### config.mk
export PLATFORM = sky130hd
export DESIGN_NAME = ex_mem_elastic_stage
export DESIGN_NICKNAME = d
export VERILOG_FILES = /design/src/rtl/ex_mem_elastic_stage.sv
export SDC_FILE = /design/constraint.sdc
export NUM_CORES = 1
export LEC_CHECK = 0
export CAP_MARGIN = 20
export CORE_ASPECT_RATIO = 2
export CORE_MARGIN = 2
export CORE_UTILIZATION = 48
export DETAILED_ROUTE_END_ITERATION = 8
export PLACE_DENSITY_LB_ADDON = 0.05
export SLEW_MARGIN = 15
export SYNTH_ARGS = -nofsm -noshare
export SYNTH_HDL_FRONTEND = slang
export SYNTH_SLANG_ARGS = --single-unit
### constraint.sdc
create_clock -name clk -period 1.81 [get_ports clk]
set_input_delay 0.362 -clock clk [delete_from_list [all_inputs] [get_ports clk]]
set_output_delay 0.362 -clock clk [all_outputs]
set_load 0.03 [all_outputs]
### src/rtl/ex_mem_elastic_stage.sv
// EX->MEM pipeline register with a valid/ready handshake and a two-entry skid buffer (main + skid).
// Define EX_MEM_STATS_EN to add the saturating stall_cnt/bubble_cnt counters.
module ex_mem_elastic_stage #(
    parameter int DATA_W  = 16,
    parameter int WADDR_W = 4,
    parameter int PC_W    = 16,
    parameter int CTRL_W  = 5
) (
    input  logic               clk,
    input  logic               rst,
    input  logic               flush,
    input  logic               in_valid,
    output logic               in_ready,
    input  logic [DATA_W-1:0]  alu_result_in,
    input  logic [DATA_W-1:0]  rdata2_in,
    input  logic [WADDR_W-1:0] waddr_in,
    input  logic [PC_W-1:0]    npc_in,
    input  logic [CTRL_W-1:0]  ctrl_in,
    output logic               out_valid,
    input  logic               out_ready,
    output logic [DATA_W-1:0]  alu_result_out,
    output logic [DATA_W-1:0]  rdata2_out,
    output logic [WADDR_W-1:0] waddr_out,
    output logic [PC_W-1:0]    npc_out,
    output logic [CTRL_W-1:0]  ctrl_out
`ifdef EX_MEM_STATS_EN
    ,
    output logic [15:0]        stall_cnt,
    output logic [15:0]        bubble_cnt
`endif
);

    localparam int PAY_W = CTRL_W + PC_W + WADDR_W + 2 * DATA_W;

    logic [PAY_W-1:0]  in_pay;
    logic [PAY_W-1:0]  main_q, main_d;
    logic [PAY_W-1:0]  skid_q, skid_d;
    logic              main_valid_q, main_valid_d;
    logic              skid_valid_q, skid_valid_d;
    logic              accept;
    logic              pop;
    logic [CTRL_W-1:0] main_ctrl;

    assign in_pay = {ctrl_in, npc_in, waddr_in, rdata2_in, alu_result_in};

    // in_ready depends only on registered state, never on out_ready.
    assign in_ready = !skid_valid_q;
    assign accept   = in_valid && in_ready && !flush;
    assign pop      = main_valid_q && out_ready;

    always_comb begin
        main_d       = main_q;
        skid_d       = skid_q;
        main_valid_d = main_valid_q;
        skid_valid_d = skid_valid_q;
        if (flush) begin
            main_valid_d               = 1'b0;
            skid_valid_d               = 1'b0;
            main_d[PAY_W-1 -: CTRL_W]  = '0;
            skid_d[PAY_W-1 -: CTRL_W]  = '0;
        end else if (pop) begin
            if (skid_valid_q) begin
                main_d       = skid_q;
                main_valid_d = 1'b1;
                skid_valid_d = 1'b0;
                if (accept) begin
                    skid_d       = in_pay;
                    skid_valid_d = 1'b1;
                end
            end else if (accept) begin
                main_d = in_pay;
            end else begin
                main_valid_d = 1'b0;
            end
        end else if (accept) begin
            if (!main_valid_q) begin
                main_d       = in_pay;
                main_valid_d = 1'b1;
            end else begin
                skid_d       = in_pay;
                skid_valid_d = 1'b1;
            end
        end
    end

    always_ff @(posedge clk) begin
        if (rst) begin
            main_q       <= '0;
            skid_q       <= '0;
            main_valid_q <= 1'b0;
            skid_valid_q <= 1'b0;
        end else begin
            main_q       <= main_d;
            skid_q       <= skid_d;
            main_valid_q <= main_valid_d;
            skid_valid_q <= skid_valid_d;
        end
    end

    // Payload outputs hold their last value; only ctrl is gated into a bubble.
    assign {main_ctrl, npc_out, waddr_out, rdata2_out, alu_result_out} = main_q;
    assign out_valid = main_valid_q;
    assign ctrl_out  = main_valid_q ? main_ctrl : '0;

`ifdef EX_MEM_STATS_EN
    logic [15:0] stall_cnt_q;
    logic [15:0] bubble_cnt_q;

    always_ff @(posedge clk) begin
        if (rst || flush) begin
            stall_cnt_q  <= '0;
            bubble_cnt_q <= '0;
        end else begin
            if (main_valid_q && !out_ready && stall_cnt_q != 16'hFFFF)
                stall_cnt_q <= stall_cnt_q + 16'd1;
            if (!main_valid_q && bubble_cnt_q != 16'hFFFF)
                bubble_cnt_q <= bubble_cnt_q + 16'd1;
        end
    end

    assign stall_cnt  = stall_cnt_q;
    assign bubble_cnt = bubble_cnt_q;
`endif

endmodule

---- Yosys cells after proc, flatten, opt, wreduce, memory -nomap -nowiden ----
Index checks and enable logic that the tools add are counted.
storage, ports and cells
  register bits after elaboration ......... 116
  input port bits ......................... 62
  output and inout bits ................... 59
  word-level logic and storage cells ...... 44
operators by class
  eq/ne operators ......................... 3
  mux-type cells .......................... 19
  bitwise operators ....................... 1
  reductions and logical operators ........ 15
operators by type and width
  cell                                                                     count
  57-bit two-way mux                                                       9
  1-bit two-way mux                                                        9
  4-bit AND reduction                                                      2
  3-bit AND reduction                                                      2
  2-bit nonzero test                                                       3
  5-bit two-way mux                                                        1
  2-bit AND reduction                                                      2
  1-bit logical AND                                                        3
  3-bit inequality test, second input constant                             1
  1-bit zero test                                                          2
  2-bit by 1-bit inequality test with 1-bit output, second input constant  1
  2-bit inequality test, second input constant                             1
  2-bit OR reduction                                                       1
  1-bit NOT                                                                1

---- Longest topological paths before layout ----
Gate-level depths: netlist of the first run.
  depth after elaboration ................. 6
  depth in mapped cells ................... 6
  depth with buffers taken out ............ 4

---- Worst setup path after synthesis of the first run ----
Ideal clock, no wire load.
  kind .................................... register to register
  start point ............................. register main_valid_q, in the netlist out_valid
  end point ............................... register skid_q[52]
  library setup time ...................... 132 ps
  arrival ................................. 1653 ps
  required time ........................... 1678 ps
  path slack .............................. 25 ps
  stages on the path, launching flop included .. 7
  path buffers ............................ 2
  period minus slack after synthesis ...... 1785 ps
  cell sequence ........................... dfxtp_1 nand2_1 or4_1 buf_2 clkbuf_1 nand2_1 a21oi_1
on the way
  cells in the longest elaborated chain, start to end .. 3
RTL lines
  what                                                                          RTL line  source
  from (decl)                                                                   38        logic main_valid_q, main_valid_d;
  from (signal assigned)                                                        95        main_valid_q <= main_valid_d;
  1-bit logical AND                                                             49        assign pop = main_valid_q && out_ready;
  2-bit inequality test (no source line) or 2-bit nonzero test (tied branches)  --
  3-bit AND reduction (no source line)                                          --
  to (signal assigned)                                                          94        skid_q <= skid_d;
  to (decl)                                                                     37        logic [PAY_W-1:0] skid_q, skid_d;
Several ways; a longest one is shown, not always the timed one.
A chain may end at the register's enable or synchronous reset.

---- Final worst setup path of the first run ----
  start point ............................. register main_q[50]
  end point ............................... output port npc_out[14]
RTL lines
  what                    RTL line  source
  from (decl)             36        logic [PAY_W-1:0] main_q, main_d;
  from (signal assigned)  93        main_q <= main_d;
  to (decl)               24        output logic [PC_W-1:0] npc_out,
No word-level cell between the ends.

==> flow_summary.json, run 1 <==
{
  "status": "complete, no violations",
  "viasPerCell": 5.22,
  "clk_latency_ns": 0.41,
  "p_per_area_mw_per_mm2": 1030,
  "die-area_sq_mm": 0.0113,
  "fmax_ghz": 0.560,
  "dr.pass1.iters": 4,
  "synth_top_family_by_area": "simple AND/OR/NAND/NOR gates",
  "num_antenna_cells": 0,
  "first_iter_violations": 209,
  "cts_tree": "done",
  "postSynthAreaPerCell_sq_um": 7.80,
  "nNetsFinal": 768,
  "hp-start": "rst",
  "rows": 52,
  "arrival_ns": 1.42,
  "routed_wl_um": 12000,
  "power_uw": 7010,
  "synth_fp_nets": 701,
  "slew_headroom_pct": 68.2,
  "start_kind": "flip-flop",
  "min_to": "out_valid",
  "core_sq_mm": 0.0101,
  "cp.required_ns": 1.45,
  "place_area_sq_mm": 0.00612,
  "seq_area_frac_synth_pct": 46.6,
  "die_h_um": 148,
  "r2r-start": "out_valid",
  "synth_xor_area_share_pct": 0,
  "yosys.area_share.adder_pct": 0,
  "reg2regPathDepth": 6,
  "clk_pin_slew_worst_paths_ns": 0.05,
  "end_kind": "output pin",
  "ys_warn_count": 0,
  "worstHoldPathCells": 3,
  "critPathBufInv": 1,
  "cp_slowest_cell": "clkdlybuf4s50_1",
  "cts_root_buffer": "clkbuf_16",
  "globalRoute.totalOverflow": 0,
  "wl_per_cell_um": 14.1,
  "cp_max_fo": 2,
  "final_max_slew_viol_count": 0,
  "clock_sinks": 116,
  "grt_pass1_vias": 4177,
  "muxShareOfSynthArea_pct": 0,
  "ys_ff_latch": 116,
  "h-tree-depth": 4,
  "postCtsSetupRepairBufs": 0,
  "antenna_left": 0,
  "synthSimpleGateAreaFrac_pct": 23.3,
  "worstSetupPathType": "reg -> out",
  "synth_cell_types": 21,
  "cts_buffers": 17,
  "drv_cap": 0,
  "die_x_um": 76.1,
  "crit_path_max_incr_delay_ns": 0.67,
  "path_delay_family": "buffers and inverters",
  "vdd_ir_drop_max_uv": 699,
  "setup_violations": 0,
  "synth_cells": 639,
  "drive_above_1_share_pct": 10.7,
  "grt_first_pass_wirelength_um": 19600,
  "syn2layout_area_growth_pct": 36.1,
  "period_needed_ns": 1.79,
  "port_buffers": 120,
  "gp_congestion": 0.743,
  "hold_class": "in -> reg",
  "grt_usage_pct": 21.5,
  "io_pins": 121,
  "synth_compound_area_share_pct": 17.8,
  "vias": 4461,
  "grt_max_degree": 105,
  "ctsLongestPathBuffers": 2,
  "clock-skew-final_ns": 0.00727,
  "static-leakage-power_uw": 0.00285,
  "dp_slack_ns": -0.311,
  "r2r-end": "main_q[1]",
  "final.setup.tns_ns": 0,
  "worst_pin_slew_ns": 0.477,
  "fin_area_sq_mm": 0.00679,
  "fin_crit_sh_pct": 98.7,
  "hpwl_um": 7920,
  "finalHoldViolCount": 0,
  "grt_antenna_before_repair": 0,
  "r2r_slack_ns": 0.09,
  "crit_chain": "clkdlybuf4s50_1",
  "start_util_pct": 49.1,
  "syn-cell-area_sq_mm": 0.00499,
  "fin_ws_ns": 0.0231,
  "cts_hold_buf": 0,
  "drc": 0
}
==> cell families (layout without fill, tap and decap cells) <==
| group | after synthesis | in the layout |
|---|---|---|
| AO/OA/AOI/OAI | 119 | 119 |
| buffers and inverters | 102 | 182 |
| flip-flops | 116 | 116 |
| AND/OR/NAND/NOR | 302 | 302 |
==> registers in the layout (all words and copies together), names as in the netlist <==
name          count
skid_q           57
main_q           57
skid_valid_q      1
out_valid         1
==> cells in the mapped netlist (all sizes together) <==
library cell | number | area, sq um
nand2b | 1 | 6.26
dfxtp | 116 | 2320
inv | 2 | 7.51
nor4 | 1 | 6.26
nand2 | 232 | 871
a22oi | 1 | 12.5
or4 | 1 | 7.51
a211oi | 2 | 20.0
o21ai | 1 | 5.00
buf | 73 | 504
or2 | 2 | 12.5
a21oi | 58 | 290
nor2 | 59 | 221
clkbuf | 27 | 101
a311oi | 57 | 562
and2 | 6 | 37.5
==> report_power, final <==
part / switching, uW / internal (uW) / leakage [uW]
clock network: 1140 / 2330 / 0.000294
logic: 441 / 387 / 0.00161
registers: 55.9 / 2660 / 0.000945
==> layout make-up <==
| class | instances | area, sq um |
|---|---|---|
| fillers | 907 | 3360 |
| flip-flops and latches | 116 | 2320 |
| multi-input cells | 421 | 2080 |
| repair buffers | 148 | 1590 |
| clock buffers | 22 | 454 |
| well taps | 135 | 169 |
| clock inverters | 10 | 155 |
| inverters | 2 | 7.51 |
==> per-layer routing <==
metal  up-vias  routed length [um]  global-route usage, %
met3        12                 586                   5.58
met5         -                   0                      0
met1      2093                4790                   23.1
met4         0                 152                   9.00
li1       2212                   -                      -
met2       144                6470                   39.6
==> repair_timing <==
| action | CTS | global route |
|---|---|---|
| setup endpoints to repair | 31 | 32 |
| pin swaps | 0 | 2 |
| resized for setup | 17 | 31 |
| cloned | 0 | 0 |
==> cell usage in the layout (no fill, tap or decap), types with 6 or more instances in the layout <==
cell type and count:
buf_4 17, dlymetal6s2s_1 25, and2_1 6, dlygate4sd2_1 11, clkbuf_16 17, clkdlybuf4s50_1 79
nor2_1 58, buf_12 11, nand2_1 231, a311oi_2 11, a21oi_1 58, dfxtp_1 115
a311oi_1 46
==> worst max path at each step <==
stage	from	endpoint	slack [ns]	cells after the start
finish	main_q[50]	npc_out[14]	0.02	1
global route	main_q[3]	alu_result_out[3]	-0.00008	1
CTS	main_q[7]	alu_result_out[7]	0.0002	1
detailed placement	out_ready	skid_q[22]	-0.31	5
global placement	in_valid	skid_q[1]	-0.25	6
floorplan	out_valid	skid_q[52]	0.03	6
==> through the flow <==
stage	util, %	hold WS [ns]	std cells
2_1_floorplan	-	0.437	639
3_3_place_gp	60.3	0.441	822
3_5_place_dp	60.3	0.447	822
4_1_cts	66.2	0.406	854
5_1_grt	66.9	0.438	854
6_report	66.9	0.426	854
(Power assumes the default switching activity.)
==> run 2, diff against run 1 <==
Settings changed: ABC_CLOCK_PERIOD_IN_PS set to 1810, CORE_ASPECT_RATIO 2 to not set, CORE_UTILIZATION 48 to 49.
==> flow_summary.json, run 2 (synthesized netlist as in run 1, its figures left out) <==
{
  "h-tree-depth": 4,
  "period_needed_ns": 1.72,
  "clock-skew-final_ns": 0.00951,
  "start_kind": "flip-flop",
  "routed_wl_um": 11600,
  "io_pins": 121,
  "final_cells": 856,
  "internal_power_uw": 4680,
  "clock_sinks": 116,
  "hpwl_um": 7820,
  "drive_above_1_share_pct": 12.7,
  "slew_headroom_pct": 59.8,
  "syn2layout_area_growth_pct": 32.7,
  "fin_crit_sh_pct": 95.3,
  "cp_max_fo": 11,
  "static-leakage-power_uw": 0.00257,
  "grt_antenna_before_repair": 0,
  "hold_class": "in -> reg",
  "wl_per_cell_um": 13.5,
  "p_per_area_mw_per_mm2": 966,
  "grt_first_pass_wirelength_um": 19400,
  "drc": 0,
  "status": "complete, no violations",
  "num_antenna_cells": 0,
  "p_sw_uw": 1710,
  "cts_tree": "done",
  "postCtsSetupRepairBufs": 0,
  "final_max_slew_viol_count": 0,
  "clk_latency_ns": 0.51,
  "fin_area_sq_mm": 0.00662,
  "port_buffers": 120,
  "seq_power_share_pct": 42.3,
  "die_h_um": 105,
  "fmax_ghz": 0.580,
  "cts_buffers": 17,
  "vdd_ir_drop_max_uv": 749,
  "switching_share_pct": 26.8,
  "die-area_sq_mm": 0.0110,
  "gp_congestion": 0.762,
  "drv_cap": 0,
  "rsz0062_at_grt": "false",
  "final_common_cell": "nand2_1",
  "viasPerCell": 5.10,
  "cp.required_ns": 1.45,
  "start_util_pct": 50.8,
  "grt_max_degree": 55,
  "layout_common_cells": "nand2_1 (231), dfxtp_1 (114), clkdlybuf4s50_1 (60)",
  "nNetsFinal": 772,
  "clkPwrFrac_pct": 45.4,
  "dr.pass1.iters": 4,
  "whs_ns": 0.308,
  "clk_pin_slew_worst_paths_ns": 0.06,
  "place_area_sq_mm": 0.00614,
  "setup_violations": 0,
  "core_sq_mm": 0.00982,
  "rows": 36,
  "ctsLongestPathBuffers": 2,
  "finalHoldViolCount": 0,
  "vias": 4368,
  "end_kind": "output pin",
  "largestRegisters": "main_q (57), skid_q (57)",
  "worstSetupPathType": "reg -> out",
  "grt_pass1_vias": 4156,
  "combPwrFrac_pct": 12.3,
  "first_iter_violations": 224,
  "cts_root_buffer": "clkbuf_8",
  "globalRoute.totalOverflow": 0,
  "die_x_um": 105,
  "worst_pin_slew_ns": 0.603,
  "dpl.cell_count": 824,
  "arrival_ns": 1.36,
  "antenna_left": 0,
  "grt_usage_pct": 21.6
}
## run 2: power by group through the flow
stage	clock network [uW]	logic, uW	registers, uW
3_5_place_dp	0	839	2770
5_1_grt	3070	845	2720
4_1_cts	2950	784	2710
2_1_floorplan	0	551	2750
3_3_place_gp	0	830	2760
6_report	2900	783	2710
## run 2: final cells by class
class	count	area, sq um
timing repair buffer	152	1500
inverter	2	7.51
clock buffer	17	414
tap	133	166
multi-input combinational	421	2090
sequential	116	2330
clock inverter	15	110
fill	882	3200
## run 2: repair_timing
| item | in CTS | in global routing |
|---|---|---|
| hold buffers | 0 | 0 |
| pin swaps | 0 | 2 |
| gates resized for setup | 72 | 6 |
| setup endpoints to repair | 66 | 43 |
## run 2: stage by stage
stage | setup TNS (ns) | power, uW | setup slack [ns] | utilization, %
after floorplan | 0 | 3300 | 0.0252 | -
after global placement | -25.97 | 3590 | -0.277 | 62.5
after detailed placement | -30.22 | 3600 | -0.313 | 62.5
after CTS | 0 | 6450 | 0.00886 | 67.2
after global routing | 0 | 6640 | 0.00442 | 67.4
final | 0 | 6390 | 0.0850 | 67.4
## run 2: path summary, 6_finish.rpt
check | to | slack [ns] | depth (start not counted) | start
max | ctrl_out[3] | 0.09 | 2 | out_valid
min | out_valid | 0.31 | 3 | rst
max reg2reg | main_q[46] | 0.14 | 6 | out_valid
min reg2reg | skid_q[42] | 0.45 | 2 | skid_q[42]
## run 2: routing by layer
metal	track usage (%)	up-vias	part of all wire [%]	routed length (um)
met5	0	-	0	0
met4	6.48	0	0.70	81
met3	5.99	9	5.4	620
met2	37.3	110	49	5670
met1	26.0	2026	45	5200
li1	-	2223	-	-
## run 2: worst max-delay path, cell delays in order (launching register included)
cell and delay (ns):
dfxtp_4 0.40, and2_1 0.16, clkdlybuf4s15_2 0.30
==> run 3, diff against run 2 <==
Settings changed: CAP_MARGIN 20 to not set, PLACE_DENSITY set to 0.83, PLACE_DENSITY_LB_ADDON 0.05 to not set, SETUP_SLACK_MARGIN set to 0.1.
==> flow_summary.json, run 3 (synthesized netlist as in run 1, its figures left out) <==
{
  "cp_max_fo": 10,
  "crit_cells": 6,
  "worst_pin_slew_ns": 0.454,
  "final.setup.tns_ns": 0,
  "vias": 4788,
  "clk_pin_slew_worst_paths_ns": 0.06,
  "rows": 36,
  "fin_area_sq_mm": 0.00687,
  "status": "complete, no violations",
  "worstSetupPathType": "reg -> reg",
  "start_kind": "flip-flop",
  "crit_path_max_incr_delay_ns": 0.37,
  "fillers": 798,
  "num_antenna_cells": 0,
  "first_iter_violations": 285,
  "fin_crit_sh_pct": 95.0,
  "rsz0062_at_grt": "true",
  "grt_first_pass_wirelength_um": 21400,
  "h-tree-depth": 4,
  "grt_antenna_before_repair": 0,
  "vdd_ir_drop_max_uv": 592,
  "crit_chain": "or2_4 -> a211oi_4 -> buf_6 -> clkbuf_16 -> nor2_1 -> a311oi_2",
  "slew_headroom_pct": 69.7,
  "power_uw": 7010,
  "cp_slowest_cell": "dfxtp_4",
  "nNetsFinal": 784,
  "cts_root_buffer": "clkbuf_8",
  "routed_wl_um": 14000,
  "gp_congestion": 0.773,
  "die_h_um": 105,
  "port_buffers": 120,
  "setup_violations": 0,
  "largestRegisters": "main_q (57), skid_q (57)",
  "wl_per_cell_um": 16.2,
  "arrival_ns": 2.13,
  "die_x_um": 105,
  "cts_hold_buf": 0,
  "drv_cap": 0,
  "drc": 0,
  "reg2regPathDepth": 6,
  "place_area_sq_mm": 0.00612,
  "core_sq_mm": 0.00982,
  "static-leakage-power_uw": 0.00276,
  "clock_sinks": 116,
  "globalRoute.totalOverflow": 0,
  "grt_usage_pct": 24.0,
  "worstHoldPathCells": 3,
  "viasPerCell": 5.52,
  "fin_ws_ns": 0.0905,
  "path_delay_family": "compound AO/OA/AOI/OAI gates",
  "p_per_area_mw_per_mm2": 1020,
  "end_kind": "flip-flop",
  "clk_latency_ns": 0.49,
  "fmax_ghz": 0.582,
  "drive_above_1_share_pct": 13.7,
  "dp_slack_ns": -0.323,
  "layout_common_cells": "nand2_1 (231), dfxtp_1 (114), clkdlybuf4s50_1 (60)",
  "hold_class": "in -> reg",
  "dr.pass1.iters": 5,
  "cp.required_ns": 2.22,
  "cts_tree": "done",
  "critPathBufInv": 2,
  "ctsLongestPathBuffers": 2,
  "final_max_slew_viol_count": 0,
  "die-area_sq_mm": 0.0110,
  "finalHoldViolCount": 0,
  "syn2layout_area_growth_pct": 37.8,
  "grt_pass1_vias": 4501,
  "cts_buffers": 17,
  "hpwl_um": 8290,
  "period_needed_ns": 1.72,
  "io_pins": 121,
  "final_util_pct": 70.0,
  "grt_max_degree": 105,
  "antenna_left": 0,
  "final_common_cell": "nand2_1",
  "start_util_pct": 50.8,
  "clock-skew-final_ns": 0.00678
}
==> run 3: changes by cell type in the layout (fill, tap and decap cells not counted), sizes merged <==
| cell | delta |
|---|---|
| inv | -3 |
| dlygate4sd2 | -1 |
| clkinvlp | -8 |
| clkdlybuf4s15 | -3 |
| bufinv | +4 |
| clkbuf | +9 |
| clkinv | +2 |
| buf | +12 |
==> run 3: cell type report <==
class / count / area [sq um] / share of cell area, %
flip-flops and latches: 116 / 2330 / 33.9
multi-input cells: 421 / 2090 / 30.5
well taps: 133 / 166 / 2.42
clock inverters: 10 / 154 / 2.24
inverters: 2 / 7.51 / 0.109
clock buffers: 22 / 453 / 6.59
repair buffers: 164 / 1670 / 24.3
==> run 3: worst paths after layout <==
| kind | start | end | slack [ns] |
|---|---|---|---|
| setup reg to reg | out_valid | main_q[19] | 0.09 |
| hold reg to reg | skid_q[53] | skid_q[53] | 0.45 |
| setup / recovery | out_valid | main_q[19] | 0.09 |
| hold / removal | rst | out_valid | 0.32 |
==> run 3: worst reg2reg max path, stage by stage (launching register included) <==
cell       delay (ns)
dfxtp_4          0.37
or2_4            0.28
a211oi_4         0.30
buf_6            0.22
clkbuf_16        0.18
nor2_1           0.05
a311oi_2         0.24
==> run 3: per-layer routing <==
metal / track usage [%] / routed length [um] / part of all wire, % / vias up
met3: 5.18 / 838 / 6.0 / 32
met5: 0 / 0 / 0 / -
met4: 9.90 / 339 / 2.4 / 0
met2: 44.1 / 7470 / 53 / 217
li1: - / - / - / 2246
met1: 26.7 / 5380 / 38 / 2293
==> run 3: stage by stage <==
step,hold WS [ns],instances
after floorplan,0.437,639
after global placement,0.442,823
after detailed placement,0.448,823
after CTS,0.299,859
after global routing,0.340,868
final,0.322,868
==> run 3: repair_timing <==
item	CTS	global route
endpoints found under the setup margin	112	86
pin swaps	1	14
gates cloned	2	5
buffers inserted	2	4
resized for setup	86	3
==> run 3: power by group <==
group          switching [uW]  internal (uW)
registers                53.0           2660
logic                     479            385
clock network            1130           2300
total                    1670           5340
